$ cat src/rtl/shifter_pkg.sv
// Shared types for the pipelined barrel shifter: shift mode encoding and the
// decode of a mode into the per-stage datapath controls.
// Optional feature macro: PIPE_BARREL_SHIFTER_ROL_EN (enables rotate-left decode).
package shifter_pkg;

    typedef enum logic [2:0] {
        SH_SLL = 3'b000,
        SH_SRL = 3'b001,
        SH_SRA = 3'b010,
        SH_ROR = 3'b011,
        SH_ROL = 3'b100
    } shift_mode_e;

    // Per-stage controls; all zero means pass-through.
    typedef struct packed {
        logic shift;
        logic left;
        logic rotate;
        logic arith;
    } shift_ctrl_t;

    function automatic shift_ctrl_t decode_mode(input logic [2:0] mode);
        shift_ctrl_t ctrl;
        ctrl = '0;
        case (mode)
            SH_SLL: begin
                ctrl.shift = 1'b1;
                ctrl.left  = 1'b1;
            end
            SH_SRL: begin
                ctrl.shift = 1'b1;
            end
            SH_SRA: begin
                ctrl.shift = 1'b1;
                ctrl.arith = 1'b1;
            end
            SH_ROR: begin
                ctrl.shift  = 1'b1;
                ctrl.rotate = 1'b1;
            end
`ifdef PIPE_BARREL_SHIFTER_ROL_EN
            SH_ROL: begin
                ctrl.shift  = 1'b1;
                ctrl.left   = 1'b1;
                ctrl.rotate = 1'b1;
            end
`endif
            default: ctrl = '0;
        endcase
        return ctrl;
    endfunction

endpackage

$ cat src/rtl/shift_stage.sv
// One logarithmic shifter stage: shifts or rotates by the constant DIST when
// enabled, otherwise passes the data through. Purely combinational.
// Optional feature macro: PIPE_BARREL_SHIFTER_ROL_EN (adds the rotate-left mux input).
module shift_stage
    import shifter_pkg::*;
#(
    parameter int unsigned WIDTH = 32,
    parameter int unsigned DIST  = 1
) (
    input  logic [WIDTH-1:0] data_i,
    input  logic             en_i,
    input  shift_ctrl_t      ctrl_i,
    input  logic             sign_i,
    output logic [WIDTH-1:0] data_o
);

    // Select the shifted/rotated form of the operand for this stage's distance.
    always_comb begin
        data_o = data_i;
        if (en_i && ctrl_i.shift) begin
            if (ctrl_i.rotate) begin
`ifdef PIPE_BARREL_SHIFTER_ROL_EN
                if (ctrl_i.left) begin
                    data_o = {data_i[WIDTH-DIST-1:0], data_i[WIDTH-1:WIDTH-DIST]};
                end else begin
                    data_o = {data_i[DIST-1:0], data_i[WIDTH-1:DIST]};
                end
`else
                data_o = {data_i[DIST-1:0], data_i[WIDTH-1:DIST]};
`endif
            end else if (ctrl_i.left) begin
                data_o = {data_i[WIDTH-DIST-1:0], {DIST{1'b0}}};
            end else begin
                // Sign bit was captured at entry, so every stage fills consistently.
                data_o = {{DIST{ctrl_i.arith & sign_i}}, data_i[WIDTH-1:DIST]};
            end
        end
    end

endmodule

$ cat src/rtl/pipe_barrel_shifter.sv
// Fully pipelined logarithmic barrel shifter with valid/ready handshake and a
// pass-through tag. Stage k applies a shift of 2^k when amt[k] is set; stages
// run LSB first. Each stage is elastic, so bubbles collapse under backpressure.
// Optional feature macro: PIPE_BARREL_SHIFTER_ROL_EN (mode 3'b100 = rotate left).
module pipe_barrel_shifter
    import shifter_pkg::*;
#(
    parameter int unsigned WIDTH = 32,
    parameter int unsigned TAG_W = 4
) (
    input  logic                     clk,
    input  logic                     rst,
    input  logic                     in_valid,
    output logic                     in_ready,
    input  logic [WIDTH-1:0]         in_data,
    input  logic [$clog2(WIDTH)-1:0] in_amt,
    input  logic [2:0]               in_mode,
    input  logic [TAG_W-1:0]         in_tag,
    output logic                     out_valid,
    input  logic                     out_ready,
    output logic [WIDTH-1:0]         out_data,
    output logic [TAG_W-1:0]         out_tag
);

    localparam int unsigned SHW = $clog2(WIDTH);

    // Stage registers
    logic [SHW-1:0]   valid_q;
    logic [WIDTH-1:0] data_q [SHW];
    logic [SHW-1:0]   amt_q  [SHW];
    logic [2:0]       mode_q [SHW];
    logic             sign_q [SHW];
    logic [TAG_W-1:0] tag_q  [SHW];

    // Values presented to each stage's input
    logic             stg_valid   [SHW];
    logic [WIDTH-1:0] stg_data    [SHW];
    logic [SHW-1:0]   stg_amt     [SHW];
    logic [2:0]       stg_mode    [SHW];
    logic             stg_sign    [SHW];
    logic [TAG_W-1:0] stg_tag     [SHW];
    shift_ctrl_t      stg_ctrl    [SHW];
    logic [WIDTH-1:0] stg_shifted [SHW];

    logic [SHW-1:0] load;

    for (genvar k = 0; k < SHW; k++) begin : g_stage
        if (k == 0) begin : g_first
            assign stg_valid[k] = in_valid;
            assign stg_data[k]  = in_data;
            assign stg_amt[k]   = in_amt;
            assign stg_mode[k]  = in_mode;
            assign stg_sign[k]  = in_data[WIDTH-1];
            assign stg_tag[k]   = in_tag;
        end else begin : g_next
            assign stg_valid[k] = valid_q[k-1];
            assign stg_data[k]  = data_q[k-1];
            assign stg_amt[k]   = amt_q[k-1];
            assign stg_mode[k]  = mode_q[k-1];
            assign stg_sign[k]  = sign_q[k-1];
            assign stg_tag[k]   = tag_q[k-1];
        end

        assign stg_ctrl[k] = decode_mode(stg_mode[k]);

        shift_stage #(
            .WIDTH (WIDTH),
            .DIST  (2 ** k)
        ) u_shift_stage (
            .data_i (stg_data[k]),
            .en_i   (stg_amt[k][k]),
            .ctrl_i (stg_ctrl[k]),
            .sign_i (stg_sign[k]),
            .data_o (stg_shifted[k])
        );
    end

    // Stage k may load unless it and every stage after it are full with the output stalled.
    always_comb begin
        for (int k = 0; k < SHW; k++) begin
            load[k] = out_ready;
            for (int j = k; j < SHW; j++) begin
                if (!valid_q[j]) begin
                    load[k] = 1'b1;
                end
            end
        end
    end

    assign in_ready  = load[0];
    assign out_valid = valid_q[SHW-1];
    assign out_data  = data_q[SHW-1];
    assign out_tag   = tag_q[SHW-1];

    // Advance the pipeline; payload registers only update when a valid op moves in.
    always_ff @(posedge clk) begin
        if (rst) begin
            valid_q <= '0;
            for (int k = 0; k < SHW; k++) begin
                data_q[k] <= '0;
                amt_q[k]  <= '0;
                mode_q[k] <= '0;
                sign_q[k] <= 1'b0;
                tag_q[k]  <= '0;
            end
        end else begin
            for (int k = 0; k < SHW; k++) begin
                if (load[k]) begin
                    valid_q[k] <= stg_valid[k];
                    if (stg_valid[k]) begin
                        data_q[k] <= stg_shifted[k];
                        amt_q[k]  <= stg_amt[k];
                        mode_q[k] <= stg_mode[k];
                        sign_q[k] <= stg_sign[k];
                        tag_q[k]  <= stg_tag[k];
                    end
                end
            end
        end
    end

endmodule

$ cat config.mk
export PLATFORM = sky130hd
export DESIGN_NAME = pipe_barrel_shifter
export DESIGN_NICKNAME = d
export VERILOG_FILES = /design/src/rtl/shifter_pkg.sv /design/src/rtl/shift_stage.sv /design/src/rtl/pipe_barrel_shifter.sv
export SDC_FILE = /design/constraint.sdc
export NUM_CORES = 1
export LEC_CHECK = 0
export CAP_MARGIN = 15
export CORE_MARGIN = 2
export CORE_UTILIZATION = 50
export DETAILED_ROUTE_END_ITERATION = 10
export GPL_TIMING_DRIVEN = 0
export PLACE_DENSITY_LB_ADDON = 0.15
export SLEW_MARGIN = 15
export SYNTH_ARGS = -nofsm -noshare
export SYNTH_HDL_FRONTEND = slang
export SYNTH_SLANG_ARGS = --single-unit
$ cat constraint.sdc
create_clock -name clk -period 3.46 [get_ports clk]
set_input_delay 0.692 -clock clk [delete_from_list [all_inputs] [get_ports clk]]
set_output_delay 0.692 -clock clk [all_outputs]
set_load 0.01 [all_outputs]
==> flow_summary.json <==
{
  "clk_pin_slew_ns": 0.06,
  "max_cap_viol_count": 0,
  "cts_max_path_buffers": 3,
  "fin_ws_ns": 0.513,
  "drv_slew": 0,
  "vias_per_cell": 5.77,
  "run_status": "completed",
  "fp.dieH_um": 151,
  "cts_tree": "yes",
  "detailed_place_hpwl_um": 19600,
  "cp.arrival_ns": 2.25,
  "grt_pass1_wl_um": 41200,
  "seqPwrFrac_pct": 49.9,
  "hold_path.class": "reg2reg",
  "final_common_cell": "edfxtp_1",
  "initial_core_util_pct": 51.1,
  "netlist_area_mm2": 0.0107,
  "cts_buffers": 22,
  "io_buffers": 85,
  "rsz0062_at_grt": "no",
  "antenna_cells": 0,
  "synthTopCellsByArea": "edfxtp_1 (58%), a311oi_1 (8.2%), nor2_1 (6.4%)",
  "fp.dieW_um": 151,
  "ys_seq_area_share_pct": 58.5,
  "multi_input_area_mm2": 0.00379,
  "drive_gt1_share_pct": 8.53,
  "tns_ns": 0,
  "final_cell_mix": "edfxtp_1 (206), nor2_1 (182), nand2_1 (110)",
  "synth_top_area_share_pct": 57.6,
  "place_ws_ns": 0.538,
  "p_leak_nw": 4.28,
  "nFillCells": 1819,
  "synth-edff-count": 206,
  "seq_area_mm2": 0.00629,
  "skew_ns": 0.0123,
  "core_mm2": 0.0210,
  "yosysWarnings": 0,
  "worstMarginPinSlew_ns": 0.786,
  "p_sw_share_pct": 26.1,
  "dieArea_mm2": 0.0227,
  "hold_violations": 0,
  "power.internal_mw": 4.81,
  "ctsHtreeMaxLevel": 1,
  "rows": 53,
  "critPathLaunchType": "input port",
  "clockRootBuffer": "clkbuf_16",
  "grt_antenna_before_repair": 0,
  "dr.pass1.iters": 5,
  "clock_power_share_pct": 34.7,
  "pwr-share-comb_pct": 15.4,
  "synth_nets": 1081,
  "p_sw_mw": 1.70,
  "slew_headroom_pct": 47.3,
  "synth_cell_types": 30,
  "detail-route-antenna-nets": 0,
  "fmax_mhz": 339,
  "placed_cell_area_mm2": 0.0120,
  "crit_required_ns": 2.77,
  "postLayoutCoreUtil_pct": 60.5,
  "syn_avg_cell_area_um2": 10.4,
  "crit_path_max_fanout": 5,
  "stdcell_count": 1436,
  "hold_start": "tag_q[0][15]",
  "routed_wl_um": 26200,
  "drtIter0Drc": 600,
  "final_nets": 1194,
  "synthArstFlopShare_pct": 0,
  "grt_pass1_vias": 8049,
  "ctsResizeCount": 0,
  "layout_min_cycle_time_ns": 2.95,
  "drc_errors": 0,
  "rr_startpoint": "mode_q[0][6]",
  "p_per_area_mw_per_mm2": 512,
  "ys_seq_elements": 211,
  "holdBufCountCts": 0,
  "holdWs_ns": 0.529,
  "final-setup-viol-count": 0,
  "cp-end-kind": "output port",
  "num_io_pins": 86,
  "grt_max_degree": 40,
  "p_total_mw": 6.51,
  "placed_cells": 1397,
  "final_area_mm2": 0.0127,
  "syn2layout_area_growth_pct": 18.5,
  "synth_cells": 1033,
  "timing.critical_path.from": "out_ready",
  "clkSinkCount": 211,
  "ys.flop_type": "edfxtp_1",
  "ir_drop_mv": 0.320,
  "wl_per_cell_um": 18.2,
  "path_class": "in2out",
  "yosysTopAreaCell": "edfxtp_1",
  "clock_latency_ns": 0.51,
  "place_congestion": 0.952,
  "overflow": 0,
  "post-route-period-util_pct": 85.2,
  "vias": 8285,
  "post_cts_buffers": 0,
  "grt.total_usage_pct": 23.4
}
[per-layer routing]
metal  share of wire, %  vias up  wire length (um)  GRT usage, %
met2                 51      295             13500          43.0
met5                  0        -                 0             0
met4                4.9        0              1290          12.3
li1                   -     4032                 -             -
met1                 39     3870             10100          26.3
met3                5.0       88              1310          3.24
[worst max-delay path, cell delays in order]
cell	delay [ns]
clkdlybuf4s50_1	0.45
and4b_1	0.43
nand3_2	0.18
clkdlybuf4s50_1	0.51
[sequential cells by signal, summed over array words and instances (netlist names)]
signal / count
amt_q: 10
data_q: 160
mode_q: 12
sign_q: 4
tag_q: 20
valid_q: 5
[Yosys cell counts, types with 7 or more instances]
cell and n:
a22oi_1 35, nor2_1 182, buf_2 7, nand2_1 110
nand2b_1 22, o21ai_0 102, clkbuf_1 68, nor2b_1 50
buf_4 48, nor3_1 8, edfxtp_1 206, a311oi_1 100
a221oi_1 8, a211oi_1 17, a21oi_1 37
[logic make-up after synthesis]
logic type             Yosys count  share of synthesized area, %
AND/OR/NAND/NOR                381                          15.4
AO/OA/AOI/OAI                  309                          19.7
flip-flops                     211                          58.5
buffers and inverters          132                          6.37
[cell type report]
class	count	share of cell area (%)
clock inverters	9	0.639
plain buffers	128	5.26
well taps	275	2.70
flip-flops and latches	211	49.4
inverters	4	0.118
clock buffers	30	4.80
repair buffers	89	7.32
multi-input cells	690	29.8
[path summary, 6_finish.rpt]
| path | end | slack (ns) | depth (start not counted) |
|---|---|---|---|
| min reg2reg | tag_q[0][19] | 0.53 | 1 |
| max reg2reg | data_q[0][115] | 0.97 | 5 |
| max | in_ready | 0.51 | 4 |
| min | tag_q[0][19] | 0.53 | 1 |
[power by group through the flow]
stage / combinational, mW / sequential, mW / clock (mW)
after floorplan: 0.647 / 3.23 / 0
after global placement: 0.970 / 3.30 / 0
after detailed placement: 0.996 / 3.29 / 0
after CTS: 1.00 / 3.24 / 2.29
after global routing: 1.11 / 3.27 / 2.40
final: 1.00 / 3.25 / 2.26
Power figures use the tool's default switching activity.
